==> config.mk <==
export PLATFORM = sky130hd
export DESIGN_NAME = score_tracker
export DESIGN_NICKNAME = d
export VERILOG_FILES = /design/src/rtl/snake_pkg.sv /design/src/rtl/combo_timer.sv /design/src/rtl/score_tracker.sv
export SDC_FILE = /design/constraint.sdc
export NUM_CORES = 1
export LEC_CHECK = 0
export BUFFER_PORTS_ARGS = -buffer_cell sky130_fd_sc_hd__buf_2
export CAP_MARGIN = 0
export CELL_PAD_IN_SITES_DETAIL_PLACEMENT = 2
export CELL_PAD_IN_SITES_GLOBAL_PLACEMENT = 2
export CORE_MARGIN = 2
export CORE_UTILIZATION = 34
export DETAILED_ROUTE_END_ITERATION = 7
export PLACE_DENSITY_LB_ADDON = 0.1
export SKIP_LAST_GASP = 1
export SYNTH_ARGS = -nofsm -noshare
export SYNTH_HDL_FRONTEND = slang
export SYNTH_SLANG_ARGS = --single-unit
export TNS_END_PERCENT = 50
==> constraint.sdc <==
create_clock -name clk -period 5.77 [get_ports clk]
set_input_delay 0.8655 -clock clk [delete_from_list [all_inputs] [get_ports clk]]
set_output_delay 0.8655 -clock clk [all_outputs]
set_load 0.05 [all_outputs]
==> src/rtl/snake_pkg.sv <==
// Shared definitions for the snake game blocks: lifecycle states, food kinds
// and the default scoring constants.
package snake_pkg;

    typedef enum logic [1:0] {
        ST_IDLE    = 2'd0,
        ST_PLAYING = 2'd1,
        ST_ADD     = 2'd2,
        ST_OVER    = 2'd3
    } state_e;

    typedef enum logic [1:0] {
        EAT_NORMAL = 2'd0,
        EAT_BONUS  = 2'd1,
        EAT_RSVD2  = 2'd2,
        EAT_RSVD3  = 2'd3
    } eat_kind_e;

    localparam int SCORE_MAX_DEF    = 255;
    localparam int PTS_NORMAL_DEF   = 1;
    localparam int PTS_BONUS_DEF    = 5;
    localparam int COMBO_WINDOW_DEF = 50;
    localparam int MAX_MULT_DEF     = 3;
    localparam int LEVEL_STEP_DEF   = 16;
    localparam int MAX_LEVEL_DEF    = 7;

endpackage

==> src/rtl/combo_timer.sv <==
// Combo window down-counter: reloads on an accepted eat, counts down while
// enabled, and reports whether the window is still open.
module combo_timer #(
    parameter int WINDOW = 50
) (
    input  logic clk,
    input  logic rst_n,
    input  logic clr_i,
    input  logic load_i,
    input  logic en_i,
    output logic active_o
);

    localparam int CW = $clog2(WINDOW + 1);

    logic [CW-1:0] count_q;
    logic [CW-1:0] count_d;

    always_comb begin
        count_d = count_q;
        if (clr_i) begin
            count_d = '0;
        end else if (load_i) begin
            count_d = CW'(WINDOW);
        end else if (en_i && (count_q != '0)) begin
            count_d = count_q - 1'b1;
        end
    end

    // NOTE: non-blocking assignment keeps every flop sampling pre-edge values.
    always_ff @(posedge clk or negedge rst_n) begin
        if (!rst_n) begin
            count_q <= '0;
        end else begin
            count_q <= count_d;
        end
    end

    assign active_o = (count_q != '0);

endmodule

==> src/rtl/score_tracker.sv <==
// Game score engine: accepts food events, applies combo multiplier with
// saturation, tracks level and high score, and sequences IDLE/PLAYING/ADD/OVER.
module score_tracker
    import snake_pkg::*;
#(
    parameter int SCORE_MAX    = SCORE_MAX_DEF,
    parameter int PTS_NORMAL   = PTS_NORMAL_DEF,
    parameter int PTS_BONUS    = PTS_BONUS_DEF,
    parameter int COMBO_WINDOW = COMBO_WINDOW_DEF,
    parameter int MAX_MULT     = MAX_MULT_DEF,
    parameter int LEVEL_STEP   = LEVEL_STEP_DEF,
    parameter int MAX_LEVEL    = MAX_LEVEL_DEF
) (
    input  logic        clk,
    input  logic        reset_n,
    input  logic        dbg_rst_n,
    input  logic        new_game,
    input  logic        eat_valid,
    input  logic [1:0]  eat_kind,
    output logic        eat_ready,
    input  logic        game_over,
    output logic [31:0] score,
    output logic [7:0]  high_score,
    output logic [2:0]  level,
    output logic [1:0]  mult,
    output logic [1:0]  state_dbg
);

    localparam int LEVEL_SHIFT = $clog2(LEVEL_STEP);

    state_e     state_q, state_d;
    logic [7:0] score_q, score_d;
    logic [7:0] hs_q, hs_d;
    logic [2:0] level_q, level_d;
    logic [1:0] mult_q, mult_d;
    logic [7:0] pts_q, pts_d;

    logic       accept;
    logic       game_clear;
    logic       combo_active;
    logic [7:0] prod;
    logic [8:0] sum_w;
    logic [7:0] sat_score;
    logic [7:0] lvl_raw;

    combo_timer #(
        .WINDOW (COMBO_WINDOW)
    ) u_combo_timer (
        .clk      (clk),
        .rst_n    (reset_n),
        .clr_i    (!dbg_rst_n || game_clear),
        .load_i   (accept),
        .en_i     ((state_q == ST_PLAYING) || (state_q == ST_ADD)),
        .active_o (combo_active)
    );

    // The 9-bit sum cannot wrap, so a single compare gives the saturated score.
    assign prod      = pts_q * {6'd0, mult_q};
    assign sum_w     = {1'b0, score_q} + {1'b0, prod};
    assign sat_score = (sum_w > 9'(SCORE_MAX)) ? 8'(SCORE_MAX) : sum_w[7:0];
    assign lvl_raw   = sat_score >> LEVEL_SHIFT;

    // NOTE: every signal driven here gets a default first so no latch is inferred.
    always_comb begin
        state_d    = state_q;
        score_d    = score_q;
        hs_d       = hs_q;
        level_d    = level_q;
        mult_d     = mult_q;
        pts_d      = pts_q;
        accept     = 1'b0;
        game_clear = 1'b0;

        case (state_q)
            ST_IDLE, ST_OVER: begin
                if (new_game) begin
                    state_d    = ST_PLAYING;
                    game_clear = 1'b1;
                end
            end
            ST_PLAYING: begin
                if (game_over) begin
                    state_d = ST_OVER;
                end else if (eat_valid) begin
                    accept  = 1'b1;
                    state_d = ST_ADD;
                    case (eat_kind)
                        EAT_NORMAL: pts_d = 8'(PTS_NORMAL);
                        EAT_BONUS:  pts_d = 8'(PTS_BONUS);
                        default:    pts_d = 8'd0;
                    endcase
                    if (!combo_active) begin
                        mult_d = 2'd1;
                    end else if (mult_q < 2'(MAX_MULT)) begin
                        mult_d = mult_q + 2'd1;
                    end
                end
            end
            ST_ADD: begin
                score_d = sat_score;
                level_d = (lvl_raw > 8'(MAX_LEVEL)) ? 3'(MAX_LEVEL) : lvl_raw[2:0];
                state_d = game_over ? ST_OVER : ST_PLAYING;
            end
            default: state_d = ST_IDLE;
        endcase

        if (game_clear) begin
            score_d = 8'd0;
            level_d = 3'd0;
            mult_d  = 2'd1;
        end

        // Uses score_d so an add completing on the way into OVER is counted.
        if ((state_d == ST_OVER) && (state_q != ST_OVER) && (score_d > hs_q)) begin
            hs_d = score_d;
        end
    end

    always_ff @(posedge clk or negedge reset_n) begin
        if (!reset_n) begin
            state_q <= ST_IDLE;
            score_q <= 8'd0;
            hs_q    <= 8'd0;
            level_q <= 3'd0;
            mult_q  <= 2'd1;
            pts_q   <= 8'd0;
        end else if (!dbg_rst_n) begin
            state_q <= ST_IDLE;
            score_q <= 8'd0;
            hs_q    <= 8'd0;
            level_q <= 3'd0;
            mult_q  <= 2'd1;
            pts_q   <= 8'd0;
        end else begin
            state_q <= state_d;
            score_q <= score_d;
            hs_q    <= hs_d;
            level_q <= level_d;
            mult_q  <= mult_d;
            pts_q   <= pts_d;
        end
    end

    assign eat_ready  = (state_q == ST_PLAYING);
    assign score      = {24'd0, score_q};
    assign high_score = hs_q;
    assign level      = level_q;
    assign mult       = mult_q;
    assign state_dbg  = state_q;

endmodule

==> results of run 1 <==
==> cells in the mapped netlist, drive strengths merged, types with 4 or more instances <==
cell type	n	share of area, %
nor2	22	3.7
dfrtp	30	34
clkbuf	6	1.0
o21ai	10	2.3
and2	7	2.0
xnor2	5	2.0
buf	26	8.8
ha	18	10
nand2	15	2.6
inv	20	3.4
a211oi	5	2.3
a21oi	17	4.0
nand3	6	1.4
nor3b	4	1.4
==> worst max-delay path, stage by stage (launching register included) <==
cell	delay [ns]
dfstp_2	0.56
and2_1	0.14
ha_1	0.17
inv_1	0.06
fa_1	0.42
nand2b_1	0.19
a21oi_2	0.28
a41oi_1	0.28
a31o_2	0.34
nor2_1	0.11
ha_1	0.16
nand4_1	0.12
a31oi_1	0.17
a211oi_1	0.12
nor4b_4	0.54
mux2_2	0.39
==> state kept, by name, summed over array words and instances (netlist names) <==
name                   flops
pts_q                      2
u_combo_timer.count_q      6
mult                       2
score_q                    8
level                      3
high_score                 8
state_dbg                  2
==> metal layers <==
layer | track usage (%) | vias to the layer above | routed length, um
met5 | 0 | - | 0
met1 | 24.2 | 920 | 2800
li1 | - | 868 | -
met3 | 3.31 | 6 | 200
met4 | 3.90 | 0 | 52
met2 | 27.7 | 35 | 2840
==> through the flow <==
step	power (mW)	utilization, %	worst slack [ns]	cells
6_report	0.952	38.1	1.59	351
4_1_cts	0.967	38.1	1.56	351
5_1_grt	1.03	38.1	1.24	351
2_1_floorplan	0.692	-	1.91	267
3_3_place_gp	0.778	36.9	1.77	343
3_5_place_dp	0.791	36.9	1.61	343
==> power breakdown <==
| group | internal (mW) | switching (mW) |
|---|---|---|
| sequential | 0.251 | 0.0321 |
| clock | 0.0846 | 0.0835 |
| combinational | 0.160 | 0.342 |
==> kinds of logic after synthesis <==
kind of cell / Yosys count
flops: 31
buf+inv: 52
mux: 3
xor+xnor: 8
fa+ha+maj: 19
compound gates: 57
other cells: 1
simple gates: 73
==> how the worst min path moves through the flow <==
| stage | startpoint | to | slack (ns) | cells past startpoint |
|---|---|---|---|---|
| floorplan | pts_q[2]$_DFFE_PN0P_ | pts_q[2]$_DFFE_PN0P_ | 0.49 | 2 |
| global placement | level[0]$_DFFE_PN0P_ | level[0]$_DFFE_PN0P_ | 0.54 | 2 |
| detailed placement | high_score[4]$_DFFE_PN0P_ | high_score[4]$_DFFE_PN0P_ | 0.54 | 2 |
| CTS | high_score[2]$_DFFE_PN0P_ | high_score[2]$_DFFE_PN0P_ | 0.56 | 2 |
| global route | high_score[2]$_DFFE_PN0P_ | high_score[2]$_DFFE_PN0P_ | 0.58 | 2 |
| finish | high_score[2]$_DFFE_PN0P_ | high_score[2]$_DFFE_PN0P_ | 0.56 | 2 |
==> layout make-up <==
type,instances,area [um^2]
fillers,750,3930
well taps,77,96.3
multi-input cells,184,1240
clock inverters,1,5.00
inverters,20,75.1
repair buffers,31,155
flip-flops and latches,31,777
clock buffers,7,76.3
==> results_dict.tcl, run 1 <==
set metrics [dict create \
    outcome "finished clean" \
    fin_crit_sh_pct 72.5 \
    endpoint "high_score[1]$_DFFE_PN0P_" \
    port_buffers 31 \
    yosysUniqueCellTypes 53 \
    syn_area_um2 2220 \
    syn_inst 244 \
    place_area_um2 2340 \
    synth_xor_area_share_pct 3.15 \
    vias_per_cell 5.21 \
    max-slew-margin-rel_pct 50.5 \
    clkSlewWorstSetupHoldPaths_ns 0.07 \
    drv_slew 0 \
    area_delta_synth_final_pct 9.01 \
    synth_compound_area_share_pct 18.1 \
    gp_congestion 0.787 \
    synth_adder_area_share_pct 11.0 \
    cts_resized 0 \
    r2r_start "mult[0]$_DFFE_PN1P_" \
    first_global_vias 1872 \
    reg2reg_slack_ns 1.59 \
    postSynthAreaPerCell_um2 9.11 \
    final_cell_area_um2 2420 \
    synth_top_flop_cell "dfrtp_1" \
    cts_sinks 31 \
    dr.first_iter.drc_count 74 \
    hold_viol 0 \
    ys_ff_latch 31 \
    power_density_nw_per_um2 393 \
    grt_max_degree 32 \
    fp.dieH_um 84.8 \
    peakVddDrop_uv 237 \
    clk_latency_ns 0.28 \
    die_area_um2 7200 \
    setup_violations 0 \
    grtUsageTotal_pct 17.2 \
    fin_crit_ns 4.18 \
    core_um2 6350 \
    crit_start "mult[0]$_DFFE_PN1P_" \
    critical_path_class "reg2reg" \
    drive_gt1_share_pct 17.2 \
    grt_pass1_wl_um 9780 \
    hold_slack_ns 0.555 \
    first_pass_iters 4 \
    synthArstFlopShare_pct 100 \
    clock_tree.root_cell "clkbuf_8" \
    r2r_end "high_score[1]$_DFFE_PN0P_" \
    pin_count 56 \
    path_max_fanout 8 \
    max_freq_mhz 239 \
    grt-ovfl-total 0 \
    post-cts-setup-buffer-count 0 \
    die_x_um 84.8 \
    nets 300 \
    r2r_cells 15 \
    cts_tree "built" \
    min_path_type "reg2reg" \
    crit_required_ns 5.94 \
    avgRoutedWirePerCell_um 16.8 \
    htree_levels 2 \
    p_leak_nw 1.16 \
    drc 0 \
    tightestPinTransition_ns 0.742 \
    cp-start-kind "flop" \
    yosys_warnings 0 \
    final_antenna_net_count 0 \
    seq_area_frac_synth_pct 35.0 \
    dpl.hpwl_um 4450 \
    cts_max_path_buffers 2 \
    final_common_cell "buf_2" \
    cp.arrival_ns 4.35 \
    wl_um 5890 \
    synth_edf_count 0 \
    vias 1829 \
    yosys.area_share.simple_pct 17.8 \
    final_cell_mix "31 x buf_2, 30 x dfrtp_1, 24 x conb_1, 22 x nor2_1, 20 x inv_1" \
    grt_setup_unrepaired "no" \
    synth_top_family_by_area "compound AO/OA/AOI/OAI gates" \
    antenna_cells 0 \
    tns_ns 0 \
    initial_utilization_pct 35.0 \
    cts_buffers 5 \
    muxShareOfSynthArea_pct 1.46 \
    finalClockSkew_ns 0.00649 \
    core.rowCount 29 \
    ctsHoldBuffers 0 \
    cp-end-kind "flop" \
    cap_viol_max_count 0 \
    grt_antenna_before_repair 0 \
]
Note: power is estimated with default switching activity, not from simulation.
==> inputs of run 2 (changes only) <==
--- a/config.mk
+++ b/config.mk
@@ -10,7 +10,7 @@
 export CELL_PAD_IN_SITES_DETAIL_PLACEMENT = 2
 export CELL_PAD_IN_SITES_GLOBAL_PLACEMENT = 2
 export CORE_MARGIN = 2
-export CORE_UTILIZATION = 34
+export CORE_UTILIZATION = 29
 export DETAILED_ROUTE_END_ITERATION = 7
 export PLACE_DENSITY_LB_ADDON = 0.1
 export SKIP_LAST_GASP = 1
==> constraint.sdc (replaced) <==
create_clock -name clk -period 3.66 [get_ports clk]
set_input_delay 0.549 -clock clk [delete_from_list [all_inputs] [get_ports clk]]
set_output_delay 0.549 -clock clk [all_outputs]
set_load 0.05 [all_outputs]
==> run 2 against run 1 <==
  * The flow now finishes with violations (negative setup slack)
  * Die area up 16%
  * Worst hold slack worse by 0.23 ns
  * Wire length up 6.0%
  * Via count up 1.7%
  * Final cell count up 11%
==> results_dict.tcl, run 2 (synthesized netlist as in run 1, its figures left out) <==
set metrics [dict create \
    outcome "complete, but fails checks" \
    violations "negative setup slack" \
    cp-end-kind "flop" \
    nets 316 \
    fin_crit_ns 3.72 \
    wl_um 6250 \
    fin_ws_ns -0.0616 \
    htree_levels 2 \
    r2r_cells 16 \
    area_delta_synth_final_pct 20.9 \
    cts_tree "built" \
    clock_tree.root_cell "clkbuf_8" \
    cap_viol_max_count 0 \
    grt-ovfl-total 0 \
    r2r_end "high_score[0]$_DFFE_PN0P_" \
    cts_sinks 31 \
    drive_gt1_share_pct 26.9 \
    vias 1861 \
    critical_path_class "reg2reg" \
    first_pass_iters 4 \
    dr.first_iter.drc_count 60 \
    final-seq-area_um2 777 \
    grt_max_degree 32 \
    multi_input_area_um2 1350 \
    cts_buffers 5 \
    tns_ns -0.130 \
    grtUsageTotal_pct 15.6 \
    peakVddDrop_uv 242 \
    reg2reg_slack_ns -0.06 \
    max-slew-margin-rel_pct 49.9 \
    gp_congestion 0.776 \
    drv_slew 0 \
    p_leak_nw 1.27 \
    final_common_cell "buf_2" \
    r2r_start "mult[0]$_DFFE_PN1P_" \
    path_max_fanout 6 \
    port_buffers 31 \
    fp.dieH_um 91.5 \
    clk_latency_ns 0.28 \
    die_area_um2 8380 \
    core_um2 7330 \
    antenna_cells 0 \
    hold_viol 0 \
    grt_pass1_wl_um 10400 \
    initial_utilization_pct 30.3 \
    avgRoutedWirePerCell_um 16.1 \
    clkSlewWorstSetupHoldPaths_ns 0.07 \
    ctsHoldBuffers 0 \
    cp-start-kind "flop" \
    fin_crit_sh_pct 102 \
    cp.arrival_ns 3.93 \
    core.rowCount 31 \
    pin_count 56 \
    tightestPinTransition_ns 0.751 \
    cts_max_path_buffers 2 \
    first_global_vias 1996 \
    max_freq_mhz 269 \
    finalClockSkew_ns 0.00663 \
    fin_util_pct 36.6 \
    setup_violations 4 \
    power_density_nw_per_um2 584 \
    vias_per_cell 4.78 \
    final_antenna_net_count 0 \
    fillCellCount 828 \
    min_path_type "in2async" \
    grt_setup_unrepaired "yes" \
    crit_required_ns 3.87 \
    grt_antenna_before_repair 0 \
    final_cell_mix "31 x buf_2, 30 x dfrtp_1, 24 x conb_1, 21 x nor2_1, 19 x inv_1" \
    dpl.hpwl_um 4750 \
    die_x_um 91.5 \
    drc 0 \
]
## run 2: cell types whose count changed in the layout (fill, tap and decap cells not counted), sizes merged
cell,change
buf,+16
clkbuf,-2
clkinv,+2
## run 2: final cells by class
type,instances,area share [%]
Multi-Input combinational cell,184,50.2
Sequential cell,31,28.9
Timing Repair Buffer,47,10.4
Tap cell,99,4.61
Inverter,20,2.79
Clock buffer,5,2.56
Clock inverter,3,0.559
## run 2: how the worst max path moves through the flow
stage | start | end | slack [ns]
after floorplan | mult[0]$_DFFE_PN1P_ | high_score[1]$_DFFE_PN0P_ | -0.05
after global placement | mult[0]$_DFFE_PN1P_ | high_score[0]$_DFFE_PN0P_ | 0.04
after detailed placement | mult[0]$_DFFE_PN1P_ | high_score[5]$_DFFE_PN0P_ | -0.06
after CTS | mult[0]$_DFFE_PN1P_ | high_score[5]$_DFFE_PN0P_ | 0.001
after global routing | mult[0]$_DFFE_PN1P_ | high_score[0]$_DFFE_PN0P_ | -0.26
final | mult[0]$_DFFE_PN1P_ | high_score[0]$_DFFE_PN0P_ | -0.06
## run 2: metrics by stage
step / hold slack [ns] / setup WS [ns] / cell area [um^2] / total power [mW] / std cells
after floorplan: 0.253 / -0.0461 / 2340 / 1.10 / 267
after detailed placement: 0.543 / -0.0593 / 2480 / 1.27 / 375
after global placement: 0.536 / 0.0444 / 2480 / 1.26 / 375
after global routing: 0.379 / -0.263 / 2690 / 1.70 / 389
after CTS: 0.356 / 0.00124 / 2630 / 1.58 / 385
final: 0.325 / -0.0616 / 2690 / 1.57 / 389
## run 2: where the power goes
part | total (mW) | leakage (nW) | switching, mW | internal, mW
registers | 0.448 | 0.426 | 0.0526 | 0.395
clock network | 0.270 | 0.0477 | 0.140 | 0.130
logic | 0.850 | 0.792 | 0.558 | 0.292
## run 2: metal layers
layer	track usage (%)	vias to the layer above	share of wire, %
li1	-	897	-
met1	22.2	922	50
met2	24.5	36	46
met3	2.99	6	3.1
met4	3.41	0	0.86
met5	0	-	0
## run 2: repair_timing
item                       CTS  global route
pin swaps                    7            14
setup endpoints to repair    8             8
setup buffers                2             4
resized for setup            7             7
## run 2: worst max-delay path, stage by stage, from the launching register on
cell,delay (ns)
dfstp_2,0.56
and2_4,0.15
ha_4,0.12
inv_2,0.04
fa_2,0.38
nand2b_4,0.16
a21oi_4,0.21
buf_6,0.13
a41oi_4,0.15
a31o_4,0.31
nor2_2,0.08
ha_1,0.17
nand4_1,0.13
a31oi_2,0.23
a211oi_4,0.07
or4_4,0.57
o22ai_2,0.18
